## src/rtl/credit_source_injector.sv

```systemverilog
// Packet-to-flit injector for one network input channel.
// Buffers host packets and drives flits under credit flow control.
module credit_source_injector #(
  parameter int FLIT_WIDTH   = 32,
  parameter int PACKET_FLITS = 4,
  parameter int FIFO_DEPTH   = 4,
  parameter int BUFFER_DEPTH = 4,
  parameter int CNT_WIDTH    = 16
) (
  input  logic                               clk,
  input  logic                               reset,
  input  logic [PACKET_FLITS*FLIT_WIDTH-1:0] packet_din,
  input  logic                               packet_valid_din,
  output logic                               packet_ready_dout,
  output logic [FLIT_WIDTH:0]                channel_dout,
  input  logic                               credit_in_din,
  output logic [$clog2(BUFFER_DEPTH+1)-1:0]  credits_available_dout,
  output logic [CNT_WIDTH-1:0]               packets_sent_dout,
  output logic                               busy_dout,
  output logic                               credit_overflow_dout
);

  localparam int PW = PACKET_FLITS * FLIT_WIDTH;
  localparam int AW = $clog2(FIFO_DEPTH);
  localparam int IW = $clog2(PACKET_FLITS);
  localparam int CW = $clog2(BUFFER_DEPTH + 1);
  localparam logic [CW-1:0] CMAX  = CW'(BUFFER_DEPTH);
  localparam logic [IW-1:0] ILAST = IW'(PACKET_FLITS - 1);

  typedef enum logic {IDLE, SEND} state_e;

  state_e                state_q, state_d;
  logic [PW-1:0]         mem_q [FIFO_DEPTH];
  logic [AW:0]           wr_q, wr_d;
  logic [AW:0]           rd_q, rd_d;
  logic [FLIT_WIDTH-1:0] pkt_q [PACKET_FLITS];
  logic [FLIT_WIDTH-1:0] pkt_d [PACKET_FLITS];
  logic [IW-1:0]         idx_q, idx_d;
  logic [FLIT_WIDTH:0]   chan_q, chan_d;
  logic [CW-1:0]         cred_q, cred_d;
  logic [CNT_WIDTH-1:0]  sent_q, sent_d;
  logic                  ovf_q, ovf_d;

  logic          empty, full;
  logic          push, pop, send, last;
  logic [PW-1:0] head;

  assign empty = (wr_q == rd_q);
  assign full  = (wr_q[AW] != rd_q[AW]) &&
                 (wr_q[AW-1:0] == rd_q[AW-1:0]);
  assign head  = mem_q[rd_q[AW-1:0]];

  always_comb begin
    push    = packet_valid_din && !full;
    send    = (state_q == SEND) && (cred_q != '0);
    last    = (idx_q == ILAST);
    pop     = !empty && ((state_q == IDLE) || (send && last));
    state_d = state_q;
    idx_d   = idx_q;
    pkt_d   = pkt_q;
    chan_d  = '0;
    sent_d  = sent_q;
    ovf_d   = ovf_q;
    cred_d  = cred_q;
    wr_d    = wr_q + (AW+1)'(push);
    rd_d    = rd_q + (AW+1)'(pop);
    if (send) begin
      chan_d = {1'b1, pkt_q[idx_q]};
      idx_d  = idx_q + 1'b1;
    end
    if (send && last) begin
      sent_d  = sent_q + 1'b1;
      state_d = IDLE;
    end
    // Popping on the last flit chains packets without a bubble
    if (pop) begin
      for (int i = 0; i < PACKET_FLITS; i++)
        pkt_d[i] = head[(PACKET_FLITS-1-i)*FLIT_WIDTH +: FLIT_WIDTH];
      idx_d   = '0;
      state_d = SEND;
    end
    if (credit_in_din && !send && (cred_q == CMAX))
      ovf_d = 1'b1;
    else
      cred_d = cred_q - CW'(send) + CW'(credit_in_din);
  end

  always_ff @(posedge clk) begin
    if (reset) begin
      state_q <= IDLE;
      wr_q    <= '0;
      rd_q    <= '0;
      pkt_q   <= '{default: '0};
      idx_q   <= '0;
      chan_q  <= '0;
      cred_q  <= CMAX;
      sent_q  <= '0;
      ovf_q   <= 1'b0;
    end else begin
      state_q <= state_d;
      wr_q    <= wr_d;
      rd_q    <= rd_d;
      pkt_q   <= pkt_d;
      idx_q   <= idx_d;
      chan_q  <= chan_d;
      cred_q  <= cred_d;
      sent_q  <= sent_d;
      ovf_q   <= ovf_d;
    end
  end

  always_ff @(posedge clk) begin
    if (push)
      mem_q[wr_q[AW-1:0]] <= packet_din;
  end

  assign packet_ready_dout      = !full;
  assign channel_dout           = chan_q;
  assign credits_available_dout = cred_q;
  assign packets_sent_dout      = sent_q;
  assign busy_dout              = !empty || (state_q != IDLE);
  assign credit_overflow_dout   = ovf_q;

endmodule

```

## config.mk

```make
export PLATFORM = sky130hd
export DESIGN_NAME = credit_source_injector
export DESIGN_NICKNAME = d
export VERILOG_FILES = /design/src/rtl/credit_source_injector.sv
export SDC_FILE = /design/constraint.sdc
export NUM_CORES = 1
export LEC_CHECK = 0
export CORE_AREA = 2 2 297 299
export DETAILED_ROUTE_END_ITERATION = 6
export DIE_AREA = 0 0 299 301
export HOLD_SLACK_MARGIN = 0.03
export PLACE_DENSITY = 0.49
export SYNTH_ARGS = -nofsm -noshare
export SYNTH_HDL_FRONTEND = slang
export SYNTH_SLANG_ARGS = --single-unit
```

## constraint.sdc

```tcl
create_clock -name clk -period 31.7 [get_ports clk]
set_input_delay 6.34 -clock clk [delete_from_list [all_inputs] [get_ports clk]]
set_output_delay 6.34 -clock clk [all_outputs]
set_load 0.005 [all_outputs]
```

==> results of run 1 <==
## how the worst min path moves through the flow
stage / depth (start not counted) / slack (ns) / to / startpoint
final: 2 / 0.45 / pkt_q[40] / pkt_q[40]
after global routing: 2 / 0.47 / pkt_q[119] / pkt_q[119]
after CTS: 2 / 0.45 / pkt_q[51] / pkt_q[51]
after detailed placement: 2 / 0.45 / pkt_q[124] / pkt_q[124]
after global placement: 2 / 0.44 / pkt_q[80] / pkt_q[80]
after floorplan: 2 / 0.43 / pkt_q[39] / pkt_q[39]
## cells in the mapped netlist (7+ instances only)
master      n  area, sq um
ha_1        8        100.1
mux4_2    160         3603
nor2b_1    36        225.2
nor2_1     16        60.06
nand4_1     7        43.79
xor2_1     12        105.1
dfxtp_1   190         3804
clkbuf_1   32        120.1
a21oi_1   135        675.7
xnor2_1     7        61.31
nand2_1   266        998.5
edfxtp_1  512        15370
buf_2      45        225.2
## layout make-up
type / instances / area [sq um]
clock buffers: 110 / 2161
flip-flops and latches: 702 / 19190
multi-input cells: 686 / 6191
inverters: 7 / 28.78
repair buffers: 199 / 2011
clock inverters: 28 / 362.8
diodes: 3 / 7.507
fillers: 8195 / 55090
well taps: 1155 / 1445
## layout by cell type, fill, tap and decap left out, types with 4 or more instances in the layout
master / instances
xnor2_1: 7
nor2b_1: 36
buf_4: 9
nor2_1: 16
clkbuf_16: 77
edfxtp_1: 512
clkinv_2: 12
nand2_1: 266
mux4_2: 160
clkbuf_1: 22
xor2_1: 12
ha_1: 8
clkbuf_8: 11
a21oi_1: 135
nand4_1: 7
dfxtp_1: 186
inv_1: 6
bufinv_16: 7
or3_1: 4
buf_12: 4
nand3_1: 5
clkdlybuf4s50_1: 185
## sequential cells by signal, summed over array words and instances, names as in the netlist
register and flops:
state_q 1, credits_available_dout 3, mem_q 512, rd_q 3, pkt_q 128, channel_dout 33, wr_q 3, idx_q 2
packets_sent_dout 16, credit_overflow_dout 1
## kinds of logic after synthesis
group / synth area share
flip-flops: 0.7439
AND/OR/NAND/NOR: 0.05838
multiplexers: 0.1402
AO/OA/AOI/OAI: 0.02931
buffers and inverters: 0.01718
XOR/XNOR: 0.006454
adder cells (fa/ha/maj): 0.004659
## layer usage
metal | share of wire | up-vias | track usage | routed length (um)
met2 | 0.47 | 283 | 0.2190 | 29510
li1 | - | 6040 | - | -
met1 | 0.46 | 6888 | 0.1935 | 28870
met5 | 0.0015 | - | 0 | 92
met4 | 0.020 | 16 | 0.04107 | 1251
met3 | 0.052 | 119 | 0.03196 | 3263
## worst min-delay path, stage by stage (launching register included)
cell     delay (ns)
dfxtp_1        0.30
nand2_1        0.05
a21oi_1        0.05
## through the flow
step,setup WS (ns),area [sq um],cells
finish,22.60,31400,2890
global route,22.42,31390,2888
CTS,22.45,31390,2887
detailed placement,21.98,28860,2749
global placement,21.96,28860,2749
floorplan,15.19,25780,1482
## power breakdown
group / internal [mW] / total [mW] / switching, mW
Clock: 0.532 / 0.883 / 0.351
Sequential: 1.09 / 1.16 / 0.0672
Combinational: 0.244 / 0.545 / 0.301
==> reports/qor.csv, run 1 <==
metric,value,unit
status,"finished, final reports clean",
Critical Path Source,rd_q[0],
IO buf count,186,
Final Critical Period,9.099,ns
Slew Limit Fails,0,
Mapped Cells,1482,
Hold Crit Class,flop to flop,
syn_nets,1623,
IO Pins,187,
"Seq/Total Area, Yosys",0.7439,
Peak supply drop,70.64,uV
TritonCTS clock tree,yes,
WS Path Type,flop to output port,
"critical path fanouts, max",34,
Fmax achieved,109.9,MHz
PwrDens,82.41,nW/um^2
Design Power,2.587,mW
initial DRC count,797,
RSZ-0062 raised after global routing,false,
clock sinks,702,
CP Buf/Inv Count,1,
clk root buf,clkbuf_16,
post-CTS setup-driven buffer insertion count,0,
maxcap violations,0,
Worst-Margin Slew,1.172,ns
post-CTS sizing,0,
Starting Density,0.2981,
R2R Path End,mem_q[3][75],
H-tree depth,3,
"CP delay by family, top",flip-flops,
first-pass GRT wire length,92.65,mm
most used flip-flop cell after synthesis,edfxtp_1,
r2r setup slk,27.65,ns
HPWL Detailed,37.42,mm
Netlist cell types,38,
Syn Area/Cell,17.40,sq um
antenna-violating nets left,0,
Total Routing Usage GR,0.1395,
skew final,0.01492,ns
Syn-to-layout area delta,21.77,%
vias per inst,4.618,
Slew Limit Headroom,0.2185,
Worst EP required,25.36,ns
critical path cell sequence,xnor2_1 > nand2_1 > or3_1 > clkdlybuf4s50_1,
vias in the first global route,13740,
Leak,9.976,nW
synthesized flop and latch total,702,
layout cells sized above 1,0.1738,
die width,299,um
hold buffers post-CTS,0,
Post-synth EDFFs,512,
fin util,0.3630,
WL final,62.99,mm
DIE HEIGHT,301,um
synth warn,0,
cell count of the worst reg-to-reg path,7,
"FFs w/ async S/R, synth",0,
initial antenna violation count,24,
Final TNS setup,0,ns
drt pass-1 iters,5,
num rows,108,
critical path depth,4,
"Data arrival, critical path",2.76,ns
core footprint,86480,sq um
DIE AREA,90000,sq um
critical path capture point,busy_dout,
grt ovf,0,
largest net degree at the start of global routing,129,
GPL Wtd Cong,0.6921,
CP startpoint kind,flop,
Clock transition at path regs,0.06,ns
Crit-path slowest cell,dfxtp_4,
"Period Utilization, post-route",0.2870,
worst hold slack,0.4504,ns
final setup fails,0,
routed len/inst,21.80,um
clock insertion delay at the later pin of the skew report,0.61,ns
Critical Path End Type,output port,
fin nets,1811,
Vias,13350,
Final Hold Vio Count,0,
"slowest stage delay, CP",0.84,ns
DR DRC count,0,
Post-Syn Area,25780,sq um
CTS buffer count,74,
RR Startpoint,rd_q[0],
Max Root-Sink Buffers,3,
Power figures use the tool's default switching activity.
==> run 2, diff against run 1 <==
==> constraint.sdc (replaced) <==
create_clock -name clk -period 8.5 [get_ports clk]
set_input_delay 1.7 -clock clk [delete_from_list [all_inputs] [get_ports clk]]
set_output_delay 1.7 -clock clk [all_outputs]
set_load 0.005 [all_outputs]
==> run 2 against run 1 <==
Effect of this change: sequential power increased to 3.8 times the previous value; cell count up 0.10%; setup slack worse by 19 ns; sequential share of layout area increased by 0.15 points; clock power rose to 3.7 times the previous value.
==> reports/qor.csv, run 2 (synthesized netlist as in run 1, its figures left out) <==
metric,value,unit,change
clock sinks,702,,unchanged
IO Pins,187,,unchanged
num rows,108,,unchanged
status,"finished, final reports clean",,unchanged
Hold Crit Class,flop to flop,,unchanged
Net Sw Frac,0.2804,,was 0.2778
routed len/inst,21.85,um,was 21.80 um
TritonCTS clock tree,yes,,unchanged
largest net degree at the start of global routing,129,,unchanged
RSZ-0062 raised after global routing,false,,unchanged
Post-Place Worst Slack,4.121,ns,was 21.98 ns
Final TNS setup,0,ns,unchanged
clk root buf,clkbuf_16,,unchanged
core footprint,86480,sq um,unchanged
WS Path Type,flop to output port,,unchanged
Final Hold Vio Count,0,,unchanged
DR DRC count,0,,unchanged
initial DRC count,940,,was 797
CP startpoint kind,flop,,unchanged
RR Startpoint,rd_q[0],,unchanged
max reg flops,512,,unchanged
final setup fails,0,,unchanged
"Data arrival, critical path",2.85,ns,was 2.76 ns
fin nets,1813,,"was 1,811"
Hold Path Stages,2,,unchanged
GPL Wtd Cong,0.7190,,was 0.6921
WHS Endpoint,pkt_q[21],,was pkt_q[40]
drt pass-1 iters,5,,unchanged
worst setup margin,3.948,ns,was 22.60 ns
design area,31320,sq um,"was 31,400 sq um"
most frequent cells in the layout,"512 x edfxtp_1, 266 x nand2_1, 186 x dfxtp_1",,unchanged
Starting Density,0.2981,,unchanged
"Period Utilization, post-route",0.5355,,
min-delay src,pkt_q[21],,was pkt_q[40]
fin util,0.3621,,was 0.3630
Total Routing Usage GR,0.1402,,was 0.1395
DIE HEIGHT,301,um,unchanged
worst hold slack,0.4516,ns,was 0.4504 ns
maxcap violations,0,,unchanged
switching power,2.682,mW,was 0.7187 mW
area of the multi-input gates,6191,sq um,unchanged
WL final,63.21,mm,was 62.99 mm
internal power,6.884,mW,was 1.868 mW
placed insts,2750,,"was 2,749"
filler cell count,8163,,"was 8,195"
hold buffers post-CTS,0,,unchanged
"critical path fanouts, max",45,,was 34
Leak,9.942,nW,was 9.976 nW
PwrDens,305.4,nW/um^2,was 82.41 nW/um^2
power share of the sequential group,0.455,,was 0.448
Critical Path End Type,output port,,unchanged
first-pass GRT wire length,93.16,mm,was 92.65 mm
layout cells sized above 1,0.1723,,was 0.1738
r2r setup slk,4.75,ns,was 27.65 ns
Area after DPL,28860,sq um,about the same
vias in the first global route,13770,,was 13.74k
H-tree depth,3,,unchanged
Vias,13380,,was 13.35k
DIE AREA,90000,sq um,unchanged
die width,299,um,unchanged
IO buf count,186,,unchanged
grt ovf,0,,unchanged
HPWL Detailed,37.83,mm,was 37.42 mm
Max Root-Sink Buffers,3,,unchanged
Clock transition at path regs,0.06,ns,about the same
R2R Path End,pkt_q[101],,was mem_q[3][75]
Peak supply drop,145.1,uV,was 70.64 uV
post-CTS sizing,0,,unchanged
Slew Limit Headroom,0.3255,,was 0.2185
Design Power,9.566,mW,was 2.587 mW
Final Critical Period,4.552,ns,
antenna-violating nets left,0,,unchanged
Reg area,19190,sq um,unchanged
Fmax achieved,219.7,MHz,
post-CTS setup-driven buffer insertion count,0,,unchanged
vias per inst,4.626,,was 4.618
clock power share,0.338,,was 0.341
"most common cell after layout, fill and taps aside",edfxtp_1,,unchanged
Worst-Margin Slew,1.012,ns,was 1.172 ns
Syn-to-layout area delta,21.47,%,was 21.77%
clock insertion delay at the later pin of the skew report,0.62,ns,was 0.61 ns
combinational power share,0.207,,was 0.211
Slew Limit Fails,0,,unchanged
Non-Filler Instances,2893,,"was 2,890"
cell count of the worst reg-to-reg path,6,,was 7
initial antenna violation count,29,,was 24
Worst EP required,6.80,ns,was 25.36 ns
CTS buffer count,75,,was 74
skew final,0.01898,ns,was 0.01492 ns
[run 2: worst max path at each step]
stage | cells after the start | from | endpoint
CTS | 4 | rd_q[0] | busy_dout
detailed placement | 5 | packet_valid_din | mem_q[3][125]
finish | 4 | rd_q[0] | busy_dout
global route | 4 | rd_q[0] | busy_dout
global placement | 5 | packet_valid_din | mem_q[3][65]
floorplan | 2 | packet_valid_din | mem_q[2][0]
[run 2: cell type report]
class                           count  area share
Clock buffer                      111     0.06947
Sequential cell                   702      0.6127
Antenna cell                        3   0.0002397
Multi-Input combinational cell    686      0.1977
Tap cell                         1155     0.04614
Timing Repair Buffer              200     0.06404
Inverter                            7   0.0009189
Clock inverter                     29    0.008829
[run 2: power groups by stage]
stage	Sequential, mW	Clock [mW]	Combinational, mW
floorplan	4.28	0	1.53
global placement	4.43	0	2.02
detailed placement	4.44	0	2.03
CTS	4.37	3.33	2.04
global route	4.41	3.46	2.19
finish	4.36	3.23	1.98
[run 2: metal layers]
layer / routed length, um / GRT usage / part of all wire
met3: 3579 / 0.03896 / 0.057
met1: 28730 / 0.1930 / 0.45
met5: 152 / 0 / 0.0024
met4: 1146 / 0.03560 / 0.018
met2: 29600 / 0.2193 / 0.47
[run 2: worst max-delay path, cell delays in order, from the launching register on]
cell	delay (ns)
dfxtp_4	0.98
xnor2_1	0.27
nand2_1	0.11
or3_1	0.38
clkdlybuf4s50_1	0.49
==> run 3, diff against run 2 <==
--- a/config.mk
+++ b/config.mk
@@ -9,7 +9,7 @@
 export DETAILED_ROUTE_END_ITERATION = 6
 export DIE_AREA = 0 0 299 301
 export HOLD_SLACK_MARGIN = 0.03
-export PLACE_DENSITY = 0.49
+export PLACE_DENSITY = 0.51
 export SYNTH_ARGS = -nofsm -noshare
 export SYNTH_HDL_FRONTEND = slang
 export SYNTH_SLANG_ARGS = --single-unit
==> constraint.sdc (replaced) <==
create_clock -name clk -period 3.9 [get_ports clk]
set_input_delay 0.78 -clock clk [delete_from_list [all_inputs] [get_ports clk]]
set_output_delay 0.78 -clock clk [all_outputs]
set_load 0.005 [all_outputs]
==> run 3 against run 2 <==
Effect of this change: design area grew 1.0%; sequential power up 120%; non-clock buffer count increased by 13; highest routed layer unchanged.
==> reports/qor.csv, run 3 (synthesized netlist as in run 1, its figures left out) <==
metric,value,unit,change
status,"finished, final reports clean",,unchanged
Area after DPL,29090,sq um,"was 28,860 sq um"
Final TNS setup,0,ns,unchanged
Final Hold Vio Count,0,,unchanged
Hold Crit Class,flop to flop,,unchanged
clk root buf,clkbuf_16,,unchanged
maxcap violations,0,,unchanged
Slew Limit Headroom,0.2888,,was 0.3255
Vias,13470,,was 13.38k
post-CTS setup-driven buffer insertion count,0,,unchanged
"Data arrival, critical path",2.42,ns,was 2.85 ns
WS Path Type,flop to output port,,unchanged
layout cells sized above 1,0.1837,,was 0.1723
CP startpoint kind,flop,,unchanged
WL final,64.66,mm,was 63.21 mm
fin nets,1826,,"was 1,813"
initial DRC count,847,,was 940
IO buf count,186,,unchanged
Crit-path slowest cell,dfxtp_4,,unchanged
Worst EP required,3.12,ns,was 6.80 ns
hold buffers post-CTS,0,,unchanged
Peak supply drop,643.1,uV,was 145.1 uV
HPWL Detailed,40.15,mm,was 37.83 mm
critical path cell sequence,xnor2_1 > nand2_1 > or3_1 > clkdlybuf4s50_1,,unchanged
Leak,10.07,nW,was 9.942 nW
Max Root-Sink Buffers,3,,unchanged
cell count of the worst reg-to-reg path,6,,unchanged
H-tree depth,3,,unchanged
PwrDens,667.7,nW/um^2,was 305.4 nW/um^2
DIE HEIGHT,301,um,unchanged
clock insertion delay at the later pin of the skew report,0.62,ns,about the same
Final Critical Period,3.198,ns,
"CP delay by family, top",flip-flops,,unchanged
Hold Path Stages,2,,unchanged
Clock transition at path regs,0.06,ns,about the same
most frequent cells in the layout,"512 x edfxtp_1, 265 x nand2_1, 185 x clkdlybuf4s50_1",,"was 512 x edfxtp_1, 266 x nand2_1, 186 x dfxtp_1"
DIE AREA,90000,sq um,unchanged
Worst-Margin Slew,1.067,ns,was 1.012 ns
drt pass-1 iters,5,,unchanged
initial antenna violation count,29,,unchanged
design area,31630,sq um,"was 31,320 sq um"
largest net degree at the start of global routing,157,,was 129
Critical Path End Type,output port,,unchanged
Non-Filler Instances,2906,,"was 2,893"
post-CTS sizing,0,,unchanged
"slowest stage delay, CP",0.63,ns,was 0.98 ns
first-pass GRT wire length,94.57,mm,was 93.16 mm
Design Power,21.12,mW,was 9.566 mW
critical path depth,4,,unchanged
Syn-to-layout area delta,22.69,%,was 21.47%
TritonCTS clock tree,yes,,unchanged
vias per inst,4.634,,was 4.626
skew final,0.02877,ns,was 0.01898 ns
"critical path fanouts, max",21,,was 45
RSZ-0062 raised after global routing,false,,unchanged
CTS buffer count,75,,unchanged
CP Buf/Inv Count,1,,unchanged
Starting Density,0.2981,,unchanged
GPL Wtd Cong,0.7206,,was 0.7190
clock sinks,702,,unchanged
"most common cell after layout, fill and taps aside",edfxtp_1,,unchanged
grt ovf,0,,unchanged
core footprint,86480,sq um,unchanged
routed len/inst,22.25,um,was 21.85 um
max reg flops,512,,unchanged
Total Routing Usage GR,0.1435,,was 0.1402
IO Pins,187,,unchanged
antenna-violating nets left,0,,unchanged
"Period Utilization, post-route",0.8201,,
placed insts,2763,,"was 2,750"
die width,299,um,unchanged
num rows,108,,unchanged
DR DRC count,0,,unchanged
vias in the first global route,13880,,was 13.77k
Slew Limit Fails,0,,unchanged
Fmax achieved,312.6,MHz,
final setup fails,0,,unchanged
-- run 3: layout make-up --
cell class                      instances  area, sq um
Antenna cell                            4        10.01
Clock buffer                          111         2217
Clock inverter                         28        317.8
Fill cell                            8131        54850
Inverter                                7        28.78
Multi-Input combinational cell        686         6231
Sequential cell                       702        19190
Tap cell                             1155         1445
Timing Repair Buffer                  213         2191
-- run 3: final timing paths --
check | startpoint | end | slack [ns]
max | rd_q[0] | busy_dout | 0.70
min | pkt_q[20] | pkt_q[20] | 0.45
max reg2reg | rd_q[0] | pkt_q[103] | 1.46
min reg2reg | pkt_q[20] | pkt_q[20] | 0.45
-- run 3: worst min-delay path, delay by kind of cell, from the launching register on --
family	cells	cell delay (ns)
flops	1	0.31
simple gates	1	0.05
compound gates	1	0.05
-- run 3: per-stage QoR --
step / worst slack [ns] / hold slack, ns / util
6_report: 0.7015 / 0.4513 / 0.3658
3_5_place_dp: 1.141 / 0.4444 / 0.3363
5_1_grt: 0.5257 / 0.4714 / 0.3657
3_3_place_gp: 1.110 / 0.4390 / 0.3363
4_1_cts: 0.6154 / 0.4531 / 0.3656
2_1_floorplan: -0.6373 / 0.4331 / -
-- run 3: layer usage --
metal	up-vias	GRT usage	wire length (um)
met5	-	0	175
met4	26	0.04548	1380
met3	110	0.04170	4250
met2	254	0.2335	31130
met1	6996	0.1850	27720
li1	6081	-	-
-- run 3: where the power goes --
group	switching [mW]	total, mW	internal, mW
sequential	0.527	9.40	8.87
clock	2.89	7.19	4.29
combinational	2.47	4.54	2.07
total	5.89	21.1	15.2
